## src/rtl/collision_clearance_ctrl.sv

```systemverilog
// Ambulance dispatch/dwell/return sequencer with scene-clear req/ack; freezes cars while busy.
// Optional dispatch watchdog under `CLEARANCE_WATCHDOG_EN (default build: timeout tied 0).
module collision_clearance_ctrl #(
  parameter int DWELL_TICKS    = 3,
  parameter int SPEED          = 8,
  parameter int AMB_LEN        = 100,
  parameter int HOME_R         = 924,
  parameter int HOME_B         = 668,
  parameter int WATCHDOG_TICKS = 10
) (
  input  logic        clk,
  input  logic        reset,
  input  logic        one_hz_enable,
  input  logic        is_collision,
  input  logic [1:0]  ambulance_move_dir,
  input  logic [10:0] ambulance_dest_x,
  input  logic [9:0]  ambulance_dest_y,
  input  logic [10:0] ambulance_leftx,
  input  logic [9:0]  ambulance_topy,
  input  logic        clear_ack,
  output logic        cars_frozen,
  output logic        amb_return_active,
  output logic [10:0] amb_ret_leftx,
  output logic [9:0]  amb_ret_topy,
  output logic        clear_req,
  output logic [2:0]  state,
  output logic        timeout
);

  localparam logic [1:0] MOVE_UP    = 2'd0;
  localparam logic [1:0] MOVE_DOWN  = 2'd1;
  localparam logic [1:0] MOVE_LEFT  = 2'd2;
  localparam logic [1:0] MOVE_RIGHT = 2'd3;

  typedef enum logic [2:0] {
    S_IDLE       = 3'd0,
    S_DISPATCH   = 3'd1,
    S_ON_SCENE   = 3'd2,
    S_RETURN     = 3'd3,
    S_CLEAR_WAIT = 3'd4
  } state_t;

  typedef logic [$clog2(WATCHDOG_TICKS + 1)-1:0] wd_t;

  state_t      cur_state, next_state;
  logic        prev_coll, start;
  logic [1:0]  dir_q;
  logic [10:0] dest_x_q;
  logic [9:0]  dest_y_q;
  logic [7:0]  dwell_cnt;
  logic        arrived, ret_done, wd_fire;

  assign start = is_collision & ~prev_coll;

  // 12-bit compares so dest+SPEED+AMB_LEN cannot wrap.
  always_comb begin
    arrived = 1'b0;
    case (dir_q)
      MOVE_LEFT:  arrived = {1'b0, ambulance_leftx} <= {1'b0, dest_x_q} + 12'(SPEED);
      MOVE_RIGHT: arrived = {1'b0, ambulance_leftx} + 12'(SPEED + AMB_LEN) >= {1'b0, dest_x_q};
      MOVE_UP:    arrived = {2'b0, ambulance_topy} <= {2'b0, dest_y_q} + 12'(SPEED);
      default:    arrived = {2'b0, ambulance_topy} + 12'(SPEED + AMB_LEN) >= {2'b0, dest_y_q};
    endcase
  end

  always_comb begin
    ret_done = 1'b0;
    case (dir_q)
      MOVE_LEFT:  ret_done = {1'b0, amb_ret_leftx} + 12'(SPEED) >= 12'(HOME_R);
      MOVE_RIGHT: ret_done = amb_ret_leftx <= 11'(SPEED);
      MOVE_UP:    ret_done = {2'b0, amb_ret_topy} + 12'(SPEED) >= 12'(HOME_B);
      default:    ret_done = amb_ret_topy <= 10'(SPEED);
    endcase
  end

`ifdef CLEARANCE_WATCHDOG_EN
  wd_t wd_cnt;
  logic timeout_q;
  assign wd_fire = (cur_state == S_DISPATCH) && !arrived && is_collision &&
                   one_hz_enable && (wd_cnt == wd_t'(WATCHDOG_TICKS - 1));
  assign timeout = timeout_q;

  // Counter sits at zero outside DISPATCH, so each dispatch starts fresh.
  always_ff @(posedge clk or posedge reset) begin
    if (reset) begin
      wd_cnt    <= '0;
      timeout_q <= 1'b0;
    end else begin
      if (cur_state != S_DISPATCH) wd_cnt <= '0;
      else if (one_hz_enable)      wd_cnt <= wd_cnt + wd_t'(1);
      if (wd_fire) timeout_q <= 1'b1;
    end
  end
`else
  assign wd_fire = 1'b0;
  assign timeout = 1'b0;
`endif

  always_comb begin
    next_state = cur_state;
    case (cur_state)
      S_IDLE:       if (start) next_state = S_DISPATCH;
      S_DISPATCH: begin
        if (arrived)            next_state = S_ON_SCENE;
        else if (!is_collision) next_state = S_RETURN;
        else if (wd_fire)       next_state = S_RETURN;
      end
      S_ON_SCENE:   if (one_hz_enable && dwell_cnt == 8'd1) next_state = S_RETURN;
      S_RETURN:     if (one_hz_enable && ret_done) next_state = S_CLEAR_WAIT;
      S_CLEAR_WAIT: if (clear_ack) next_state = S_IDLE;
      default:      next_state = S_IDLE;
    endcase
  end

  always_ff @(posedge clk or posedge reset) begin
    if (reset) begin
      cur_state     <= S_IDLE;
      prev_coll     <= 1'b0;
      dir_q         <= 2'd0;
      dest_x_q      <= '0;
      dest_y_q      <= '0;
      dwell_cnt     <= '0;
      amb_ret_leftx <= '0;
      amb_ret_topy  <= '0;
    end else begin
      cur_state <= next_state;
      prev_coll <= is_collision;
      if (cur_state == S_IDLE && start) begin
        dir_q    <= ambulance_move_dir;
        dest_x_q <= ambulance_dest_x;
        dest_y_q <= ambulance_dest_y;
      end
      if (cur_state == S_DISPATCH && next_state == S_ON_SCENE)
        dwell_cnt <= 8'(DWELL_TICKS);
      else if (cur_state == S_ON_SCENE && one_hz_enable)
        dwell_cnt <= dwell_cnt - 8'd1;
      // Return trip starts from wherever the mover left the ambulance.
      if (cur_state != S_RETURN && next_state == S_RETURN) begin
        amb_ret_leftx <= ambulance_leftx;
        amb_ret_topy  <= ambulance_topy;
      end else if (cur_state == S_RETURN && one_hz_enable) begin
        case (dir_q)
          MOVE_LEFT:  amb_ret_leftx <= ret_done ? 11'(HOME_R) : amb_ret_leftx + 11'(SPEED);
          MOVE_RIGHT: amb_ret_leftx <= ret_done ? 11'd0 : amb_ret_leftx - 11'(SPEED);
          MOVE_UP:    amb_ret_topy  <= ret_done ? 10'(HOME_B) : amb_ret_topy + 10'(SPEED);
          default:    amb_ret_topy  <= ret_done ? 10'd0 : amb_ret_topy - 10'(SPEED);
        endcase
      end
    end
  end

  assign state             = cur_state;
  assign cars_frozen       = cur_state != S_IDLE;
  assign amb_return_active = cur_state == S_RETURN;
  assign clear_req         = cur_state == S_CLEAR_WAIT;

endmodule

```

## config.mk

```make
export PLATFORM = sky130hd
export DESIGN_NAME = collision_clearance_ctrl
export DESIGN_NICKNAME = d
export VERILOG_FILES = /design/src/rtl/collision_clearance_ctrl.sv
export SDC_FILE = /design/constraint.sdc
export NUM_CORES = 1
export LEC_CHECK = 0
export BUFFER_PORTS_ARGS = -buffer_cell sky130_fd_sc_hd__buf_2
export CAP_MARGIN = 20
export CORE_MARGIN = 2
export CORE_UTILIZATION = 55
export DETAILED_ROUTE_END_ITERATION = 8
export PLACE_DENSITY = 0.78
export SYNTH_ARGS = -nofsm -noshare
export SYNTH_HDL_FRONTEND = slang
export SYNTH_SLANG_ARGS = --single-unit
```

## constraint.sdc

```tcl
create_clock -name clk -period 4.4 [get_ports clk]
set_input_delay 0.88 -clock clk [delete_from_list [all_inputs] [get_ports clk]]
set_output_delay 0.88 -clock clk [all_outputs]
set_load 0.02 [all_outputs]
```

# Yosys cells after proc, flatten, opt, wreduce, memory -nomap -nowiden

Cells that the tools add are included.

Bits in registers: 56
Latch bits: 0
Memory bits (writable): 0
Memory bits (read-only): 0
Input bits: 49
Output and inout port bits: 28
Logic and storage cells: 77
Memories: 0

$add $sub $neg: 11
Multipliers: 0
Div/mod/pow operators: 0
$lt $le $gt $ge: 8
Eq/ne operators: 11
Shift-type cells: 0
Mux-type cells: 21
Bitwise operators: 2
Reductions and logical operators: 16

Operators with widths:

| operator                | number |
|---|---|
| $mux W11                | 4 |
| $mux W10                | 4 |
| $add A11 B4 Y12 const B | 2 |
| $add A10 B4 Y11 const B | 2 |
| $pmux W11 S2            | 1 |
| $pmux W10 S2            | 1 |
| $mux W3                 | 6 |
| $mux W8                 | 2 |
| $pmux W3 S5             | 1 |
| $add A11 B7 Y12 const B | 1 |
| $eq A3 B2 Y1 const B    | 4 |
| $ge A12 B10 Y1 const B  | 1 |
| $ge A12 B11 Y1          | 1 |
| $le A11 B12 Y1          | 1 |
| $add A10 B7 Y11 const B | 1 |
| $add A11 B4 Y11 const B | 1 |
| $ge A11 B10 Y1          | 1 |
| $ge A11 B10 Y1 const B  | 1 |
| $le A10 B11 Y1          | 1 |
| $le A11 B4 Y1 const B   | 1 |
| $sub A11 B4 Y11 const B | 1 |
| $add A10 B4 Y10 const B | 1 |
| $le A10 B4 Y1 const B   | 1 |
| $sub A10 B4 Y10 const B | 1 |
| 17 further kinds        | 28 |

# Longest topological paths before layout

Gate-level depths: netlist (run 1).

Word-level depth: 10
Gate-level depth with buffers: 15
Mapped depth without buffers: 14

# Worst setup path before layout (run 1)

Ideal clock, no wire load.

Kind: in2reg
Start: in ambulance_leftx[2]
End: reg amb_ret_leftx[10]
Library setup time: 0.125 ns
Data arrival time: 3.621 ns
Data required time: 4.275 ns
Setup slack: 0.654 ns
Cell stages on the path: 15
Buffers on the path: 1
Path through: inv_1 -> ha_1 -> nor2b_1 -> o31ai_1 -> or3_1 -> nand2_1 -> ha_1 -> a21oi_1 -> nand2_1 -> or4_1 -> nand4_1 -> nand3_1 -> a32oi_2 -> buf_6 -> mux2_2

Word-level cells in the longest chain between the ends: 9
Elaborated cells on any way between the ends: 12
Those cells by class: add/sub (1); order compare (2); eq/ne (1); mux (4); reduce/logical (4)

RTL lines:

| element                                                            | line | text |
|---|---|---|
| from (decl)                                                        | 18   | `input logic [10:0] ambulance_leftx,` |
| $add A11 B7 Y12                                                    | 60   | `MOVE_RIGHT: arrived = {1'b0, ambulance_leftx} + 12'(SPEED + AMB_LEN) >= {1'b0, dest_x_q};` |
| $ge A12 B11 Y1                                                     | 60   |  |
| $pmux W1 S3 *                                                      | 58   | `case (dir_q)` |
| $mux W3 *                                                          | 104  | `if (arrived) next_state = S_ON_SCENE;` |
| $pmux W3 S5 *                                                      | 101  | `case (cur_state)` |
| $eq A3 B2 Y1 *                                                     | 138  | `if (cur_state != S_RETURN && next_state == S_RETURN) begin` |
| $logic_and A1 B1 Y1 *                                              | 138  |  |
| $reduce_bool A3 Y1 (no line) or $reduce_bool A2 Y1 (tied branches) | n/a  |  |
| $reduce_and A2 Y1 (no line)                                        | n/a  |  |
| to (signal assigned)                                               | 139  | `amb_ret_leftx <= ambulance_leftx;` |
| to (signal assigned)                                               | 143  | `MOVE_LEFT: amb_ret_leftx <= ret_done ? 11'(HOME_R) : amb_ret_leftx + 11'(SPEED);` |
| to (signal assigned)                                               | 144  | `MOVE_RIGHT: amb_ret_leftx <= ret_done ? 11'd0 : amb_ret_leftx - 11'(SPEED);` |
| to (decl)                                                          | 23   | `output logic [10:0] amb_ret_leftx,` |

Mark *: on every way between the ends. The rest lies on a longest branch, timed or not.
A chain may end at the register's enable or synchronous reset.

# Final worst setup path (run 1)

Same ends and word-level chain as after synthesis.

==> run_results.csv, run 1 <==
group,metric,value,unit
sta,fin_setup_tns,0,ps
power_and_ir_drop,p_leak,0.002484,uW
clocking,clkTransAtPathRegs,90,ps
cells_and_area,fin_util,62.09,%
detailed_routing,topRoutingLayerUsed,"met4",
critical_path,critPathRequiredTime,4590,ps
global_routing,grt_pass1_wl,20.11,mm
clocking,cts_tree,"yes",
cells_and_area,drive_above_1_share,22.15,%
hold_path,worstHoldPathType,"input pin to async pin",
logic_synthesis,ys_types,72,
logic_synthesis,ys_seq_area_share,28.37,%
sta,min_period,3808,ps
global_routing,gr-total-overflow,0,
sta,rsz0062_at_grt,"false",
logic_synthesis,synth_top_area_cell,"dfrtp_1",
critical_path,crit_start,"ambulance_leftx[2]",
clocking,clock_path_buffers,2,
cells_and_area,fin_nets,721,
floorplanning,num_rows,34,
sta,timing.final.crit_share,86.54,%
power_and_ir_drop,power,3658,uW
logic_synthesis,synth_nets,663,
detailed_routing,drcViolationCount,0,
status,outcome,"complete, no violations",
floorplanning,io_pins,77,
detailed_routing,wirelength,11.74,mm
placed_design,placed_area,5338,um^2
power_and_ir_drop,powerDensity,675.5,nW/um^2
sta,final-hold-violation-count,0,
clocking,cts_made_buffers,5,
clocking,cts-htree-levels,2,
sta,fin_skew,5.098,ps
floorplanning,core-area,8721,um^2
floorplanning,die_y,98.77,um
detailed_routing,antenna_left,0,
detailed_routing,wl_met1,5.404,mm
logic_synthesis,synthCells,565,
critical_path,r2r_cells,14,
logic_synthesis,synth_edf_count,0,
cells_and_area,fin_area,5415,um^2
detailed_routing,via_per_inst,5.989,
logic_synthesis,synth_area_leaders,"dfrtp_1 28%, ha_1 12%, mux2_2 8.0%",
sta,fmax,262.6,MHz
global_routing,grt_use_total,24.57,%
detailed_routing,wl_met2,5.511,mm
floorplanning,initial_core_util,56.64,%
placed_design,portBuffers,75,
critical_path,crit_path_end_kind,"register",
clocking,clk_latency,300,ps
critical_path,path_max_fanout,21,
clocking,clkSinkCount,56,
sta,drv_slew,0,
job,drv_cap,0,
sta,worst_pin_slew,714.1,ps
sta,maxSlewHeadroom,51.99,%
critical_path,worstPathArrival,4000,ps
detailed_routing,drtIter0Drc,267,
detailed_routing,vias,4378,
logic_synthesis,avgSynthCellArea,8.743,um^2
cells_and_area,layout_commonest_cell,"buf_2",
clocking,cts_hold_buf,0,
critical_path,criticalPathCategory,"input pin to register",
logic_synthesis,synth_flop_cell,"dfrtp_1",
cells_and_area,num_antenna_cells,0,
clocking,cts_post_setup_buffers_inserted,0,
logic_synthesis,ys_seq_elements,56,
clocking,cts_resized,0,
critical_path,start_kind,"input pin",
floorplanning,die-area,9756,um^2
floorplanning,die_w,98.77,um
placed_design,place_congestion,0.9013,
logic_synthesis,synth_top_area_share,28.37,%
global_routing,grt_pass1_vias,4325,
logic_synthesis,synth_area,4940,um^2
cells_and_area,most-common-layout-cells,"75 x buf_2, 56 x dfrtp_1, 50 x inv_1",
global_routing,grt_max_degree,42,
sta,setup_violations,0,
detailed_routing,first_pass_iters,5,
placed_design,hpwlAfterDp,9.341,mm
critical_path,r2r_start,"dest_x_q[5]",
cells_and_area,areaGrowthSynthToFinish,9.625,%
global_routing,antenna_found_initial,0,
logic_synthesis,yosysWarnings,0,
power_and_ir_drop,ir_drop,0.0003987,V
clocking,cts_root_buf,"clkbuf_8",
logic_synthesis,async_flop_share,100.0,%
detailed_routing,routedWlPerCell,16.06,um
detailed_routing,met3WireLength,702,um
## cells in the mapped netlist (3+ instances only)
cell	n
dfrtp_1	56
inv_1	51
ha_1	49
nand2_1	41
mux2_2	35
a21oi_1	30
o21ai_0	28
nor2_1	27
nand3_1	23
xnor2_1	21
nor3_1	17
clkbuf_1	10
mux2i_1	10
nor4_1	10
xor2_1	10
nand4_1	9
and3_1	8
buf_2	8
nand2b_1	8
nor2b_1	7
or3_1	6
a21o_1	5
a31oi_1	5
o31ai_1	5
a211oi_1	4
a41oi_1	4
nand3b_1	4
nor3b_1	4
o211ai_1	4
o22ai_1	4
or2_2	4
a211o_1	3
buf_6	3
nand4b_1	3
nor4_2	3
or4_1	3
## report_power, final
group	leakage, uW	internal (uW)	switching (uW)
Sequential	0.000665	751	375
Combinational	0.00178	992	1280
Clock	0.0000410	109	154
Total	0.00248	1850	1810
## per-stage QoR
step / hold WS (ps) / std cells / worst slack (ps)
finish: 516.0 / 731 / 592.2
global route: 543.5 / 731 / 368.0
CTS: 518.4 / 731 / 641.0
detailed placement: 496.7 / 724 / 331.4
global placement: 490.4 / 724 / 421.8
floorplan: 479.4 / 565 / 654.4
## final cells by class
cell class,count,area [um^2]
Sequential cell,56,1401
Clock inverter,1,5.005
Timing Repair Buffer,77,402.9
Tap cell,108,135.1
Clock buffer,6,72.57
Inverter,51,191.4
Fill cell,748,3306
Multi-Input combinational cell,432,3207
## final timing paths
| kind | to | slack (ps) |
|---|---|---|
| setup / recovery | amb_ret_leftx[10] | 590 |
| hold / removal | dest_y_q[0] | 520 |
| setup reg to reg | amb_ret_leftx[10] | 800 |
| hold reg to reg | dest_x_q[2] | 520 |
| max in group asynchronous | dwell_cnt[3] | 3070 |
| min in group clk | dest_x_q[2] | 520 |
## cell families after synthesis
logic type | synth area share [%]
compound gates | 16.16
mux | 10.76
flops | 28.37
xor+xnor | 5.496
fa+ha+maj | 12.41
simple gates | 20.01
other cells | 0.07591
buf+inv | 6.712
## metal layers
metal  up-vias  GRT usage [%]
met3        10          3.759
met5         -              0
met1      2069          35.05
met4         0          6.428
met2       134          39.24
li1       2165              -
## flip-flops by register name, summed over array words and instances (netlist names)
| signal | flops |
|---|---|
| amb_ret_leftx | 11 |
| amb_ret_topy | 10 |
| dest_x_q | 11 |
| dest_y_q | 10 |
| dir_q | 2 |
| dwell_cnt | 8 |
| prev_coll | 1 |
| state | 3 |
## critical path, stage by stage
cell	delay, ps
buf_2	110
inv_1	60
ha_1	220
nor2b_1	190
o31ai_1	130
or3_1	320
nand2_1	80
ha_1	250
a21oi_1	150
nand2_1	80
or4_1	470
nand4_1	130
nand3_1	130
a32oi_2	240
buf_12	210
mux2_2	350
(Power assumes the default switching activity.)
==> run 2, diff against run 1 <==
--- a/config.mk
+++ b/config.mk
@@ -5,6 +5,7 @@
 export SDC_FILE = /design/constraint.sdc
 export NUM_CORES = 1
 export LEC_CHECK = 0
+export ABC_AREA = 1
 export BUFFER_PORTS_ARGS = -buffer_cell sky130_fd_sc_hd__buf_2
 export CAP_MARGIN = 20
 export CORE_MARGIN = 2
==> run_results.csv, run 2 <==
group,metric,value,unit
logic_synthesis,ys_types,40,
clocking,cts-htree-levels,2,
sta,timing.final.crit_share,83.39,%
logic_synthesis,synth_flop_cell,"dfrtp_1",
floorplanning,io_pins,77,
critical_path,worstPathArrival,3920,ps
cells_and_area,final_cells,884,
power_and_ir_drop,p_comb_share,63.2,%
logic_synthesis,synth_area_leaders,"dfrtp_1 28%, nand2_1 13%, ha_1 12%",
detailed_routing,vias,4789,
status,outcome,"complete, no violations",
critical_path,criticalPathCategory,"input pin to register",
power_and_ir_drop,ir_drop,0.0003146,V
floorplanning,die_w,99.10,um
cells_and_area,fin_nets,873,
power_and_ir_drop,power_frac_clock,8.0,%
clocking,cts_made_buffers,5,
global_routing,antenna_found_initial,0,
sta,layout_setup_ws,730.9,ps
power_and_ir_drop,p_sw,1970,uW
logic_synthesis,ys_seq_area_share,28.18,%
clocking,clk_latency,310,ps
sta,maxSlewHeadroom,53.79,%
clocking,cts_hold_buf,0,
detailed_routing,antenna_left,0,
detailed_routing,first_pass_iters,5,
floorplanning,initial_core_util,56.75,%
critical_path,crit_path_end_kind,"register",
clocking,cts_root_buf,"clkbuf_8",
cells_and_area,fin_util,62.62,%
sta,drv_slew,0,
sta,setup_violations,0,
logic_synthesis,synthCells,708,
placed_design,hpwlAfterDp,9.783,mm
logic_synthesis,ys_seq_elements,56,
floorplanning,num_rows,34,
clocking,cts_tree,"yes",
global_routing,grt_max_degree,57,
floorplanning,die-area,9820,um^2
placed_design,placedCellCount,876,
logic_synthesis,synth_top_area_share,28.18,%
logic_synthesis,synth_most_common_cell,"nand2_1",
critical_path,path_max_fanout,36,
cells_and_area,most-common-layout-cells,"174 x nand2_1, 101 x inv_1, 75 x buf_2",
sta,worst_pin_slew,693.2,ps
logic_synthesis,async_flop_share,100.0,%
floorplanning,core-area,8763,um^2
cells_and_area,drive_above_1_share,15.08,%
clocking,cts_post_setup_buffers_inserted,0,
power_and_ir_drop,powerDensity,670.7,nW/um^2
detailed_routing,via_per_inst,5.417,
job,drv_cap,0,
clocking,clkTransAtPathRegs,100,ps
detailed_routing,drcViolationCount,0,
sta,rsz0062_at_grt,"false",
power_and_ir_drop,p_int,1710,uW
logic_synthesis,yosysWarnings,0,
logic_synthesis,avgSynthCellArea,7.025,um^2
critical_path,start_kind,"input pin",
cells_and_area,layout_commonest_cell,"nand2_1",
global_routing,gr-total-overflow,0,
global_routing,grt_pass1_wl,20.83,mm
power_and_ir_drop,p_leak,0.003035,uW
critical_path,critPathRequiredTime,4650,ps
global_routing,grt_use_total,25.82,%
placed_design,placed_area,5395,um^2
logic_synthesis,synth_area,4974,um^2
sta,min_period,3669,ps
cells_and_area,reg.largest.list,"amb_ret_leftx x11, dest_x_q x11",
sta,final-hold-violation-count,0,
floorplanning,die_y,99.10,um
placed_design,place_congestion,0.9437,
logic_synthesis,synth_edf_count,0,
power_and_ir_drop,p_sw_share,53.53,%
logic_synthesis,synth_common_cells,"174 x nand2_1, 102 x inv_1, 69 x nand3_1, 56 x dfrtp_1, 51 x nor2_1",
global_routing,grt_pass1_vias,4491,
sta,fin_setup_tns,0,ps
power_and_ir_drop,p_seq_share,28.8,%
clocking,clkSinkCount,56,
detailed_routing,wirelength,12.38,mm
logic_synthesis,synth_top_area_cell,"dfrtp_1",
sta,fin_skew,8.207,ps
clocking,clock_path_buffers,2,
clocking,cts_resized,0,
cells_and_area,areaGrowthSynthToFinish,10.34,%
logic_synthesis,synth_nets,806,
detailed_routing,drtIter0Drc,301,
cells_and_area,num_antenna_cells,0,
placed_design,dpl_worst_slack,441.6,ps
sta,fmax,272.5,MHz
cells_and_area,fin_area,5488,um^2
hold_path,worstHoldPathType,"register to register",
detailed_routing,routedWlPerCell,14.01,um
placed_design,portBuffers,75,
## run 2: cell count changes after synthesis, sizes merged, moves of 10 or more
cell   previous run  this run
mux2i            10         0
xor2             10        34
o21ai            28        42
nand3            24        77
mux2             38         0
nand2            41       185
nor4             13         1
nor2             27        51
inv              51       106
xnor2            21         6
## run 2: worst max-delay path, cell delays in order
cell	delay [ps]
buf_2	150
inv_1	90
ha_1	190
inv_1	50
a21oi_1	190
nand2_1	100
nand2_1	80
xor2_1	140
inv_1	60
ha_1	280
nand2_1	60
nor2_1	130
nand3b_1	90
nand3_1	80
nand2_1	50
nand2_1	80
nand2_1	80
nand2_1	60
nand2_1	90
nand2_2	170
nand3_4	320
inv_4	310
nand2_1	90
nand3_1	80
## run 2: power by group through the flow
stage / Sequential [uW] / Combinational [uW] / Clock (uW)
after global routing: 1110 / 2660 / 316
after detailed placement: 1070 / 2300 / 0
after global placement: 1060 / 2210 / 0
after floorplan: 1060 / 1750 / 0
final: 1060 / 2330 / 293
after CTS: 1060 / 2320 / 298
## run 2: cell families after synthesis
logic type / synth area share, %
AND/OR/NAND/NOR: 31.75
XOR/XNOR: 7.044
buffers and inverters: 10.39
flip-flops: 28.18
other: 0.07540
AO/OA/AOI/OAI: 10.24
adder cells (fa/ha/maj): 12.33
## run 2: cell type report
cell class	instances	area [um^2]
Clock inverter	3	23.77
Multi-Input combinational cell	528	3060
Tap cell	108	135.1
Inverter	106	400.4
Timing Repair Buffer	78	397.9
Sequential cell	56	1401
Fill cell	795	3276
Clock buffer	5	68.82
## run 2: metrics by stage
stage               hold WS, ps  power [uW]
global placement          466.3        3265
floorplan                 445.9        2811
global route              528.6        4084
CTS                       491.4        3672
finish                    488.5        3680
detailed placement        468.7        3366
## run 2: final timing paths
path                                    start          endpoint  slack [ps]  cells after the start
setup reg to reg                  dest_x_q[3]  amb_ret_leftx[6]         920                     22
setup / recovery           ambulance_leftx[2]  amb_ret_leftx[6]         730                     24
max in group asynchronous               reset  amb_ret_leftx[2]        3200                      3
min in group asynchronous               reset       dest_y_q[4]         750                      3
hold reg to reg                   dest_x_q[0]       dest_x_q[0]         490                      2
hold / removal                    dest_x_q[0]       dest_x_q[0]         490                      2
## run 2: per-layer routing
metal / up-vias / global-route usage [%] / wire length, um
met3: 19 / 2.881 / 827
met1: 2181 / 35.33 / 5550
met2: 160 / 44.02 / 5835
li1: 2429 / - / -
met5: - / 0 / 0
met4: 0 / 6.322 / 168
==> run 3, diff against run 2 <==
==> constraint.sdc (replaced) <==
create_clock -name clk -period 3.6 [get_ports clk]
set_input_delay 0.72 -clock clk [delete_from_list [all_inputs] [get_ports clk]]
set_output_delay 0.72 -clock clk [all_outputs]
set_load 0.02 [all_outputs]
==> run_results.csv, run 3 (synthesis gave the netlist of run 2 again) <==
group,metric,value,unit
critical_path,path_max_fanout,8,
critical_path,crit_path_end,"amb_ret_leftx[3]",
cells_and_area,fillers,798,
critical_path,criticalPathCategory,"input pin to register",
placed_design,portBuffers,75,
clocking,clock_path_buffers,2,
sta,fmax,303.0,MHz
sta,timing.final.crit_share,91.69,%
detailed_routing,vias,4858,
cells_and_area,num_antenna_cells,0,
cells_and_area,fin_area,5598,um^2
power_and_ir_drop,p_leak,0.003095,uW
floorplanning,die_w,99.10,um
cells_and_area,fin_nets,882,
sta,maxSlewHeadroom,62.17,%
job,drv_cap,0,
detailed_routing,via_per_inst,5.446,
clocking,cts_hold_buf,0,
floorplanning,io_pins,77,
clocking,clkTransAtPathRegs,100,ps
floorplanning,die_y,99.10,um
status,outcome,"complete, no violations",
cells_and_area,regArea,1403,um^2
clocking,clk_latency,310,ps
detailed_routing,wirelength,12.64,mm
clocking,cts_made_buffers,5,
placed_design,hpwlAfterDp,10.07,mm
cells_and_area,most-common-layout-cells,"174 x nand2_1, 101 x inv_1, 75 x buf_2",
detailed_routing,drtIter0Drc,268,
critical_path,start_kind,"input pin",
cells_and_area,multi_input_area,3080,um^2
sta,fin_skew,13.96,ps
power_and_ir_drop,powerDensity,830.1,nW/um^2
cells_and_area,reg.largest.list,"amb_ret_leftx x11, dest_x_q x11",
power_and_ir_drop,ir_drop,0.0003755,V
cells_and_area,areaGrowthSynthToFinish,12.55,%
global_routing,gr-total-overflow,0,
global_routing,antenna_found_initial,0,
hold_path,worstHoldPathType,"input pin to async pin",
placed_design,place_congestion,0.9231,
sta,worst_pin_slew,565.4,ps
floorplanning,core-area,8763,um^2
critical_path,r2r_start,"dest_x_q[3]",
placed_design,placed_area,5445,um^2
critical_path,crit_start,"ambulance_leftx[2]",
critical_path,crit_path_end_kind,"register",
critical_path,crit_slowest_cell,"ha_1",
sta,drv_slew,0,
global_routing,grt_max_degree,45,
cells_and_area,drive_above_1_share,16.33,%
critical_path,cpMostUsedCell,"nand2_1",
global_routing,grt_pass1_wl,21.65,mm
detailed_routing,drcViolationCount,0,
critical_path,r2r_end,"amb_ret_leftx[2]",
critical_path,r2r_cells,24,
clocking,clkSinkCount,56,
global_routing,grt_use_total,26.64,%
cells_and_area,fin_util,63.88,%
critical_path,critPathRequiredTime,3790,ps
detailed_routing,antenna_left,0,
sta,final-hold-violation-count,0,
critical_path,slowest_delay,290,ps
clocking,cts-htree-levels,2,
critical_path,worstPathArrival,3490,ps
sta,min_period,3301,ps
detailed_routing,first_pass_iters,4,
floorplanning,num_rows,34,
critical_path,reg2reg_slack,440,ps
clocking,cts_root_buf,"clkbuf_8",
cells_and_area,layout_commonest_cell,"nand2_1",
sta,setup_violations,0,
floorplanning,initial_core_util,56.75,%
global_routing,grt_pass1_vias,4685,
clocking,cts_tree,"yes",
detailed_routing,routedWlPerCell,14.16,um
floorplanning,die-area,9820,um^2
run 3: worst min-delay path by stage:
stage	end	slack, ps	cells after the start
2_1_floorplan	dest_x_q[0]	450	2
3_3_place_gp	dest_x_q[0]	470	2
3_5_place_dp	dest_x_q[0]	470	2
4_1_cts	prev_coll	450	2
5_1_grt	prev_coll	470	2
6_report	prev_coll	430	2
run 3: critical path, delay by kind of cell:
family                     cells  cell delay (ps)
and+or+nand+nor               15             1260
xor gates and xnor gates       1              120
buffers and inverters          6              560
adders and majority gates      2              470
AOI/OAI and AO/OA              2              370
run 3: timing repair:
item / CTS / global route
buffers inserted: 0 / 3
endpoints found under the hold margin: 0 / 0
gates resized for setup: 0 / 3
endpoints found under the setup margin: 0 / 15
run 3: report_power, final:
group | internal, uW | switching [uW] | total [uW]
Clock | 172 | 194 | 366
Combinational | 1130 | 1850 | 2980
Sequential | 919 | 380 | 1300
run 3: final cells by class:
cell class	count	area share [%]
multi-input cells	529	55.03
flip-flops and latches	56	25.06
repair buffers	86	8.628
inverters	106	7.152
well taps	108	2.414
clock buffers	7	1.721
run 3: metal layers:
layer	global-route usage, %	vias up	share of wire [%]
met2	45.06	139	48
met1	36.16	2261	45
met5	0	-	0
met4	7.271	0	1.7
li1	-	2442	-
met3	3.443	16	4.6
run 3: stage by stage:
stage / setup WS, ps / hold slack [ps] / setup TNS (ps) / instances / power (uW)
final: 299.3 / 425.2 / 0 / 892 / 4647
after global routing: -5.558 / 465.5 / -5.558 / 892 / 5162
after CTS: 307.3 / 451.6 / 0 / 888 / 4568
after detailed placement: -0.03864 / 471.6 / -0.03864 / 881 / 4183
after global placement: 144.5 / 470.6 / 0 / 881 / 4064
after floorplan: 504.3 / 445.9 / 0 / 708 / 3436
